`src/rtl/ysyx_25060170_ifu_fetch_pkg.sv`:
```
// Shared constants for the IFU fetch stage: reset PC, data widths, FSM encodings.
// No logic here; the macro block is the single place those values are defined.
// The package re-exports them as typed localparams and an enum for the RTL.
`ifndef YSYX_25060170_DEFINE_V
`define YSYX_25060170_DEFINE_V
`define YSYX_25060170_PC_W      32
`define YSYX_25060170_INST_W    32
`define YSYX_25060170_RESET_PC  32'h8000_0000
`define YSYX_25060170_ST_IDLE   2'd0
`define YSYX_25060170_ST_REQ    2'd1
`define YSYX_25060170_ST_WAIT   2'd2
`define YSYX_25060170_ST_HOLD   2'd3
`endif

package ysyx_25060170_ifu_fetch_pkg;

  localparam int PC_W   = `YSYX_25060170_PC_W;
  localparam int INST_W = `YSYX_25060170_INST_W;

  localparam logic [PC_W-1:0] RESET_PC = `YSYX_25060170_RESET_PC;

  typedef enum logic [1:0] {
    ST_IDLE = `YSYX_25060170_ST_IDLE,
    ST_REQ  = `YSYX_25060170_ST_REQ,
    ST_WAIT = `YSYX_25060170_ST_WAIT,
    ST_HOLD = `YSYX_25060170_ST_HOLD
  } fetch_state_e;

  // Fetch addresses are always word aligned; low two bits are dropped.
  function automatic logic [PC_W-1:0] align_pc(input logic [PC_W-1:0] pc);
    return {pc[PC_W-1:2], 2'b00};
  endfunction

endpackage

```
`src/rtl/ysyx_25060170_ifu_fetch.sv`:
```
// Purpose: instruction fetch FSM; one outstanding imem request, result held toward IF/ID.
// Latency: request the cycle after entering REQ; out_valid the cycle after imem_rsp_valid.
// Backpressure: out_ready=0 holds out_inst/out_pc/imem_req_addr stable; no new request.
//
// Ports:
//   clk, rst                      clock, synchronous active-high reset
//   redirect_valid, redirect_pc   single-cycle flush to a new PC (low 2 bits ignored)
//   imem_req_valid/ready/addr     request channel to instruction memory
//   imem_rsp_valid/data           response channel (one response per accepted request)
//   out_valid/ready/inst/pc       fetched instruction toward the IF/ID register
module ysyx_25060170_ifu_fetch
  import ysyx_25060170_ifu_fetch_pkg::*;
(
  input  logic              clk,
  input  logic              rst,
  input  logic              redirect_valid,
  input  logic [PC_W-1:0]   redirect_pc,
  output logic              imem_req_valid,
  input  logic              imem_req_ready,
  output logic [PC_W-1:0]   imem_req_addr,
  input  logic              imem_rsp_valid,
  input  logic [INST_W-1:0] imem_rsp_data,
  output logic              out_valid,
  input  logic              out_ready,
  output logic [INST_W-1:0] out_inst,
  output logic [PC_W-1:0]   out_pc
);

  fetch_state_e      state_q, state_d;
  logic [PC_W-1:0]   pc_q, pc_d;
  logic              kill_q, kill_d;
  logic [INST_W-1:0] inst_q, inst_d;
  logic [PC_W-1:0]   opc_q, opc_d;
  logic [PC_W-1:0]   redirect_tgt;

  assign redirect_tgt = align_pc(redirect_pc);

  always_ff @(posedge clk) begin
    if (rst) begin
      state_q <= ST_IDLE;
      pc_q    <= RESET_PC;
      kill_q  <= 1'b0;
      inst_q  <= '0;
      opc_q   <= '0;
    end else begin
      state_q <= state_d;
      pc_q    <= pc_d;
      kill_q  <= kill_d;
      inst_q  <= inst_d;
      opc_q   <= opc_d;
    end
  end

  always_comb begin
    state_d = state_q;
    pc_d    = pc_q;
    kill_d  = kill_q;
    inst_d  = inst_q;
    opc_d   = opc_q;
    unique case (state_q)
      ST_IDLE: begin
        state_d = ST_REQ;
        if (redirect_valid) pc_d = redirect_tgt;
      end
      ST_REQ: begin
        // An unaccepted address may change freely; once accepted under a
        // redirect, the in-flight response belongs to the old path.
        if (redirect_valid) pc_d = redirect_tgt;
        if (imem_req_ready) begin
          state_d = ST_WAIT;
          kill_d  = redirect_valid;
        end
      end
      ST_WAIT: begin
        if (redirect_valid) begin
          pc_d   = redirect_tgt;
          kill_d = 1'b1;
        end
        if (imem_rsp_valid) begin
          if (redirect_valid || kill_q) begin
            kill_d  = 1'b0;
            state_d = ST_REQ;
          end else begin
            inst_d  = imem_rsp_data;
            opc_d   = pc_q;
            state_d = ST_HOLD;
          end
        end
      end
      ST_HOLD: begin
        // Redirect wins over a simultaneous handshake: no pc+4.
        if (redirect_valid) begin
          pc_d    = redirect_tgt;
          state_d = ST_REQ;
        end else if (out_ready) begin
          pc_d    = pc_q + PC_W'(4);
          state_d = ST_REQ;
        end
      end
      default: state_d = ST_IDLE;
    endcase
  end

  // Pure state decodes: nothing from out_ready reaches out_valid combinationally.
  assign imem_req_valid = (state_q == ST_REQ);
  assign imem_req_addr  = pc_q;
  assign out_valid      = (state_q == ST_HOLD);
  assign out_inst       = inst_q;
  assign out_pc         = opc_q;

endmodule

```
`config.mk`:
```
export PLATFORM = sky130hd
export DESIGN_NAME = ysyx_25060170_ifu_fetch
export DESIGN_NICKNAME = d
export VERILOG_FILES = /design/src/rtl/ysyx_25060170_ifu_fetch_pkg.sv /design/src/rtl/ysyx_25060170_ifu_fetch.sv
export SDC_FILE = /design/constraint.sdc
export NUM_CORES = 1
export LEC_CHECK = 0
export ABC_AREA = 1
export CAP_MARGIN = 20
export CORE_ASPECT_RATIO = 2
export CORE_MARGIN = 3
export CORE_UTILIZATION = 25
export CTS_CLUSTER_SIZE = 40
export DETAILED_ROUTE_END_ITERATION = 8
export MAX_ROUTING_LAYER = met4
export PLACE_DENSITY = 0.53
export SYNTH_ARGS = -nofsm -noshare
export SYNTH_HDL_FRONTEND = slang
export SYNTH_SLANG_ARGS = --single-unit
```
`constraint.sdc`:
```
create_clock -name clk -period 4.3 [get_ports clk]
set_input_delay 1.075 -clock clk [delete_from_list [all_inputs] [get_ports clk]]
set_output_delay 1.075 -clock clk [all_outputs]
set_load 0.005 [all_outputs]
```
==> results.tsv, run 1 <==
metric	value	unit
endpoint_kind	flip-flop	
max_freq	349	MHz
finalSetupTns	0	ns
max_slew.worst_pin.slew	0.886	ns
overflow	0	
drive_gt1_share	4.63	%
post_cts_buffers	0	
wl	15800	um
yosys_warnings	0	
synth_cell_types	32	
yosysMostFrequentCell	nand2_1	
htreeDepth	3	
hold_violations	0	
rows	70	
crit_slowest_cell	clkdlybuf4s50_1	
synthArstFlopShare	0	%
netlist.area_leader.share	39.9	%
vdd_ir_drop_max	0.000167	V
dieArea	20900	um2
drv_slew	0	
cpPeakStageDelay	0.54	ns
clk_pin_slew	0.06	ns
initial_core_util	25.8	%
postSynthCellCount	716	
leakage	2.34	nW
place_hpwl	11800	um
post-place-ws	1.01	ns
hold_class	flip-flop to flip-flop	
fp.dieW	104	um
io_pins	168	
clk_latency	0.35	ns
cts.repair.resized	0	
drv_cap	0	
crit_arrival	3.08	ns
period_share	66.6	%
drcViolationCount	0	
wl_per_cell	14.1	um
grt_pass1_wl	24900	um
cts_sinks	95	
antenna_cells	0	
syn_area	4770	um2
grt_max_degree	55	
fillCellCount	2036	
gp_congestion	0.826	
dp_cells	1100	
fin_cells	1115	
first_iter_violations	238	
portBuffers	161	
cts-root-buf	clkbuf_16	
synth_commonest_cells	146 x nand2_1, 100 x inv_1, 95 x dfxtp_1	
antenna_found_initial	0	
cts_tree	yes	
grt_pass1_vias	4597	
synth-seq-cells	95	
vias	4828	
startpoint_type	input pin	
grt.total_usage	15.5	%
synth_seq_area_share	39.9	%
min_period	2.86	ns
synth_top_area_cell	dfxtp_1	
core-area	18500	um2
finalSetupViolCount	0	
worstPathCellList	clkdlybuf4s50_1 -> nor2_1 -> nand3_4 -> buf_4 -> o21ai_0 -> a21oi_1	
crit_required	4.52	ns
outcome	completed	
fin_ws	1.44	ns
critPathMaxFanout	54	
finClkSkew	0.00883	ns
rsz0062_at_grt	no	
synth-edff-count	0	
synthTopCellsByArea	dfxtp_1 40%, nand2_1 11%, a21oi_1 9.9%	
cts_inserted_buffers	9	
cts_buffer_depth	2	
fin_nets	934	
antenna_left	0	
area_growth	42.3	%
cts_hold_buf	0	
dr.pass1.iters	4	
synthFlopType	dfxtp_1	
syn_area_per_cell	6.66	um2
powerDensity	335	nW/um2
die_height	201	um
relSlewSlack	40.7	%
via_per_inst	4.33	
worst-setup-path-type	input pin to flip-flop	
flip-flops by register name, summed over array words and instances (netlist names):
| name | flops |
|---|---|
| imem_req_addr | 30 |
| kill_q | 1 |
| out_inst | 32 |
| out_pc | 30 |
| state_q | 2 |
final timing paths:
check | depth (start not counted) | endpoint | slack (ns) | startpoint
hold reg to reg | 2 | out_inst[9]$_SDFFE_PP0P_ | 0.44 | out_inst[9]$_SDFFE_PP0P_
setup / recovery | 6 | out_inst[17]$_SDFFE_PP0P_ | 1.44 | redirect_valid
setup reg to reg | 9 | imem_req_addr[12]$_SDFFE_PP0P_ | 2.16 | state_q[1]$_SDFFE_PP0P_
hold / removal | 2 | out_inst[9]$_SDFFE_PP0P_ | 0.44 | out_inst[9]$_SDFFE_PP0P_
cell families after synthesis:
logic type,synth area share (%)
buf+inv,13.4
other cells,0.0786
compound gates,20.9
fa+ha+maj,1.31
flops,39.9
simple gates,24.4
report_power, final:
group	total (mW)	leakage (nW)	switching [mW]	internal (mW)
combinational	0.486	1.45	0.225	0.261
clock	0.750	0.125	0.345	0.405
sequential	1.03	0.773	0.0803	0.954
total	2.27	2.34	0.651	1.62
area by class of cell:
type / instances / area, um2 / share of cell area [%]
Tap cell: 252 / 315 / 4.65
Inverter: 104 / 393 / 5.79
Multi-Input combinational cell: 482 / 2250 / 33.2
Sequential cell: 95 / 1900 / 28.0
Clock buffer: 12 / 246 / 3.63
Timing Repair Buffer: 167 / 1660 / 24.4
Clock inverter: 3 / 20.0 / 0.295
worst max-delay path, delay by kind of cell:
kind / cells / cell delay (ns)
and+or+nand+nor: 2 / 0.71
AOI/OAI and AO/OA: 2 / 0.31
buffers and inverters: 2 / 0.97
layer usage:
layer | wire [um] | global-route usage [%]
met1 | 6010 | 15.3
met2 | 8880 | 30.0
met3 | 527 | 2.47
met4 | 335 | 6.13
met5 | 0 | -
cells in the final DEF, fill, tap and decap left out, types with 4 or more instances in the layout:
master,n
o21ai_0,80
nor2_1,79
nand4_1,5
a21oi_1,94
inv_2,4
dfxtp_1,95
conb_1,4
inv_1,99
nor2_2,8
clkbuf_16,9
nand2_1,146
o21ai_1,10
buf_4,6
clkdlybuf4s50_1,161
ha_1,5
nand3_1,29
per-stage QoR:
| stage | total power [mW] | hold WS, ns | instance area, um2 | util, % |
|---|---|---|---|---|
| floorplan | 1.29 | 0.440 | 4780 | - |
| global placement | 1.55 | 0.430 | 6520 | 35.3 |
| detailed placement | 1.55 | 0.434 | 6520 | 35.3 |
| CTS | 2.32 | 0.444 | 6780 | 36.7 |
| global route | 2.41 | 0.457 | 6780 | 36.7 |
| finish | 2.27 | 0.439 | 6780 | 36.7 |
No activity file was read; power rests on OpenSTA's default activity.
==> run 2: changes to the inputs <==
- clock period: 4.3 -> 2.98 ns (I/O delays scaled with it)
==> run 2 against run 1 <==
Against the previous run: sequential share of layout area fell by 0.44 points; sequential cell count unchanged; non-clock buffer count rose by 4; clock power is 67% higher; via count up 0.48%; sequential power up 45%; global-route usage up 0.30 points; largest cell class unchanged; highest routed layer unchanged.
==> results.tsv, run 2 (same netlist as run 1, synthesis figures left out) <==
metric	value	unit	change
core-area	18500	um2	unchanged
leakage	2.40	nW	+2.5%
crit_arrival	2.63	ns	-0.45 ns
first_iter_violations	206		-13%
post_cts_buffers	0		unchanged
die_height	201	um	unchanged
fp.dieW	104	um	unchanged
fin_nets	938		+0.43%
finClkSkew	0.0143	ns	+0.00548 ns
dieArea	20900	um2	unchanged
wl	15900	um	+1.1%
max_slew.worst_pin.slew	0.794	ns	-0.0916 ns
worst-setup-path-type	input pin to flip-flop		
swShare	28.1	%	-0.57 points
max_freq	426	MHz	
htreeDepth	3		unchanged
cts_sinks	95		unchanged
grt_pass1_vias	4650		+1.2%
clk_pin_slew	0.07	ns	about the same
via_per_inst	4.33		about the same
multi_input_area	2250	um2	unchanged
endpoint_kind	flip-flop		
rows	70		unchanged
p_int	2.48	mW	+53%
finalSetupViolCount	0		unchanged
p_switching	0.971	mW	+49%
finalSetupTns	0	ns	unchanged
cts_inserted_buffers	9		unchanged
pwr-share-clk	36.1	%	+3.1 points
powerDensity	502	nW/um2	+50%
area_growth	44.5	%	
wl_per_cell	14.2	um	+0.61%
hold_class	flip-flop to flip-flop		
pwr-share-comb	20.8	%	-0.6 points
drcViolationCount	0		unchanged
largest_reg_flops	32		unchanged
outcome	completed		
antenna_found_initial	0		unchanged
cts_hold_buf	0		unchanged
cts.repair.resized	0		unchanged
seq_power_share	43.1	%	-2.5 points
vias	4851		+0.48%
area.sequential	1900	um2	unchanged
cts-root-buf	clkbuf_16		
layout_commonest_cell	clkdlybuf4s50_1		
gp_congestion	0.848		+2.7%
place_hpwl	12000	um	+2.0%
overflow	0		unchanged
critPathMaxFanout	90		+67%
grt.total_usage	15.8	%	+0.30 points
io_pins	168		unchanged
period_share	78.8	%	
crit_required	3.26	ns	-1.26 ns
relSlewSlack	47.1	%	+6.3 points
grt_pass1_wl	25400	um	+2.0%
min_period	2.35	ns	
grt_max_degree	91		+65%
initial_core_util	25.8	%	unchanged
hold_violations	0		unchanged
drv_cap	0		unchanged
portBuffers	161		unchanged
final_util	37.3	%	+0.58 points
antenna_cells	0		unchanged
dr.pass1.iters	5		+1
final_cell_mix	161 x clkdlybuf4s50_1, 146 x nand2_1, 99 x inv_1, 95 x dfxtp_1, 94 x a21oi_1		
fillCellCount	1999		-1.8%
clk_latency	0.36	ns	about the same
antenna_left	0		unchanged
vdd_ir_drop_max	0.000232	V	+39%
cts_buffer_depth	2		unchanged
rsz0062_at_grt	no		
startpoint_type	input pin		
drive_gt1_share	5.41	%	+0.78 points
drv_slew	0		unchanged
cts_tree	yes		
## run 2: stage by stage
step | hold WS, ns | setup WS (ns) | instance area, um2 | power [mW] | instances
3_5_place_dp | 0.433 | 0.251 | 6570 | 2.25 | 1104
5_1_grt | 0.457 | 0.463 | 6890 | 3.66 | 1120
6_report | 0.440 | 0.631 | 6890 | 3.46 | 1120
2_1_floorplan | 0.440 | 1.32 | 4780 | 1.86 | 719
3_3_place_gp | 0.429 | 0.281 | 6570 | 2.24 | 1104
4_1_cts | 0.444 | 0.625 | 6890 | 3.53 | 1120
## run 2: final cells by class
type	count	share of cell area, %
Multi-Input combinational cell	482	32.7
Sequential cell	95	27.6
Timing Repair Buffer	171	24.8
Inverter	104	5.70
Tap cell	252	4.58
Clock buffer	12	3.87
Clock inverter	4	0.763
## run 2: final timing paths
kind / start / to / slack, ns / cells after the start
max: redirect_valid / out_pc[16]$_SDFFE_PP0P_ / 0.63 / 6
min: out_inst[2]$_SDFFE_PP0P_ / out_inst[2]$_SDFFE_PP0P_ / 0.44 / 2
max reg2reg: imem_req_addr[2]$_SDFFE_PP0P_ / imem_req_addr[20]$_SDFFE_PP0P_ / 1.01 / 10
min reg2reg: out_inst[2]$_SDFFE_PP0P_ / out_inst[2]$_SDFFE_PP0P_ / 0.44 / 2
## run 2: power by group through the flow
stage	clock, mW	sequential (mW)	combinational (mW)
after floorplan	0	1.50	0.359
after global placement	0	1.52	0.723
after detailed placement	0	1.52	0.729
after CTS	1.31	1.49	0.733
after global routing	1.34	1.51	0.807
final	1.25	1.49	0.719
## run 2: critical path: stages
cell,delay [ns]
clkdlybuf4s50_1,0.65
nor2_1,0.15
nand3_4,0.08
buf_4,0.59
o21ai_0,0.19
a21oi_1,0.15
## run 2: routing by layer
layer	up-vias	part of all wire, %	routed length (um)	track usage [%]
met1	2131	38	6080	15.8
met4	0	3.5	552	8.08
met3	27	3.0	470	1.86
met5	-	0	0	-
met2	120	55	8820	29.9
li1	2573	-	-	-
==> run 3: changes to the inputs <==
- clock period: 2.98 -> 2.23 ns (I/O delays scaled with it)
==> run 3 against run 2 <==
Against the previous run: worst setup slack lost 0.54 ns; critical path type is now flip-flop to output pin; combinational power grew 38%; first-iteration DRC count grew 8.7%; clock-buffer cell count is the same; sequential cell count is the same; cell area grew 0.82%.
==> results.tsv, run 3 (same netlist as run 1, synthesis figures left out) <==
metric	value	unit	change
reg2reg_slack	0.35	ns	-0.66 ns
htreeDepth	3		unchanged
finalSetupViolCount	0		unchanged
initial_core_util	25.8	%	unchanged
rsz0062_at_grt	no		
vdd_ir_drop_max	0.000334	V	+44%
powerDensity	648	nW/um2	+29%
cts_sinks	95		unchanged
area_growth	45.7	%	
critPathMaxFanout	5		-94%
dieArea	20900	um2	unchanged
clk_latency	0.35	ns	about the same
vias	4878		+0.56%
period_share	96.0	%	
hold_violations	0		unchanged
final_cell_mix	161 x clkdlybuf4s50_1, 146 x nand2_1, 99 x inv_1, 95 x dfxtp_1, 94 x a21oi_1		
leakage	2.44	nW	+1.5%
io_pins	168		unchanged
clk_pin_slew	0.08	ns	about the same
antenna_cells	0		unchanged
outcome	completed		
gp_congestion	0.848		about the same
fin_cells	1130		+0.89%
max_freq	467	MHz	
crit_required	1.67	ns	-1.59 ns
largest_reg_flops	32		unchanged
drive_gt1_share	6.49	%	+1.1 points
first_iter_violations	224		+8.7%
grt_max_degree	91		unchanged
antenna_left	0		unchanged
overflow	0		unchanged
cts_inserted_buffers	9		unchanged
worst-setup-path-type	flip-flop to output pin		
endpoint_kind	output pin		
grt.total_usage	15.4	%	-0.40 points
cts-root-buf	clkbuf_16		
worstPathCellList	ha_1 -> clkdlybuf4s50_1		
die_height	201	um	unchanged
post_cts_buffers	0		unchanged
antenna_found_initial	0		unchanged
grt_pass1_wl	24800	um	-2.4%
finalSetupTns	0	ns	unchanged
layout_commonest_cell	clkdlybuf4s50_1		
cts.repair.resized	0		unchanged
cts_buffer_depth	2		unchanged
wl_per_cell	13.9	um	-2.2%
finClkSkew	0.0132	ns	-0.00112 ns
dp_cells	1114		+0.91%
portBuffers	161		unchanged
core-area	18500	um2	unchanged
wl	15700	um	-1.3%
cpPeakStageDelay	0.54	ns	-0.11 ns
via_per_inst	4.32		-0.33%
drcViolationCount	0		unchanged
fin_nets	948		+1.1%
final_util	37.6	%	+0.30 points
drv_cap	0		unchanged
drv_slew	0		unchanged
whs	0.441	ns	+0.000623 ns
crit_slowest_cell	clkdlybuf4s50_1		
fp.dieW	104	um	unchanged
hold_class	flip-flop to flip-flop		
dr.pass1.iters	4		-1
place_hpwl	12000	um	-0.36%
cts_hold_buf	0		unchanged
p_total	4.50	mW	+30%
cts_tree	yes		
min_period	2.14	ns	
rows	70		unchanged
crit_arrival	1.58	ns	-1.05 ns
grt_pass1_vias	4555		-2.0%
startpoint_type	flip-flop		
==> run 3: worst max-delay path: cells and delay by family, from the launching register on <==
family,cells,cell delay (ns)
adder cells (fa/ha/maj),1,0.28
flip-flops,1,0.42
buffers and inverters,1,0.54
==> run 3: area by class of cell <==
cell class,count,area [um2]
Inverter,104,393
Timing Repair Buffer,181,1800
Fill cell,2009,11500
Clock buffer,12,256
Multi-Input combinational cell,482,2250
Sequential cell,95,1900
Tap cell,252,315
Clock inverter,4,28.8
==> run 3: worst paths after layout <==
check / cells after the start / start / end
hold / removal: 2 / out_inst[24]$_SDFFE_PP0P_ / out_inst[24]$_SDFFE_PP0P_
hold reg to reg: 2 / out_inst[24]$_SDFFE_PP0P_ / out_inst[24]$_SDFFE_PP0P_
setup reg to reg: 10 / imem_req_addr[2]$_SDFFE_PP0P_ / imem_req_addr[20]$_SDFFE_PP0P_
setup / recovery: 2 / state_q[1]$_SDFFE_PP0P_ / out_valid
==> run 3: per-stage QoR <==
stage	area, um2	worst slack (ns)
after global placement	6660	0.0953
after CTS	6950	0.0517
after global routing	6950	0.0184
after detailed placement	6660	0.0858
after floorplan	4780	0.716
final	6950	0.0897
==> run 3: metal layers <==
layer	GRT usage [%]	share of wire, %
met5	-	0
met4	6.94	2.8
met3	1.99	2.9
met2	29.7	56
met1	15.2	38
==> run 3: power by group <==
part	internal [mW]	switching (mW)	total, mW
sequential	1.84	0.148	1.99
clock	0.821	0.704	1.53
combinational	0.540	0.452	0.992
total	3.20	1.30	4.50
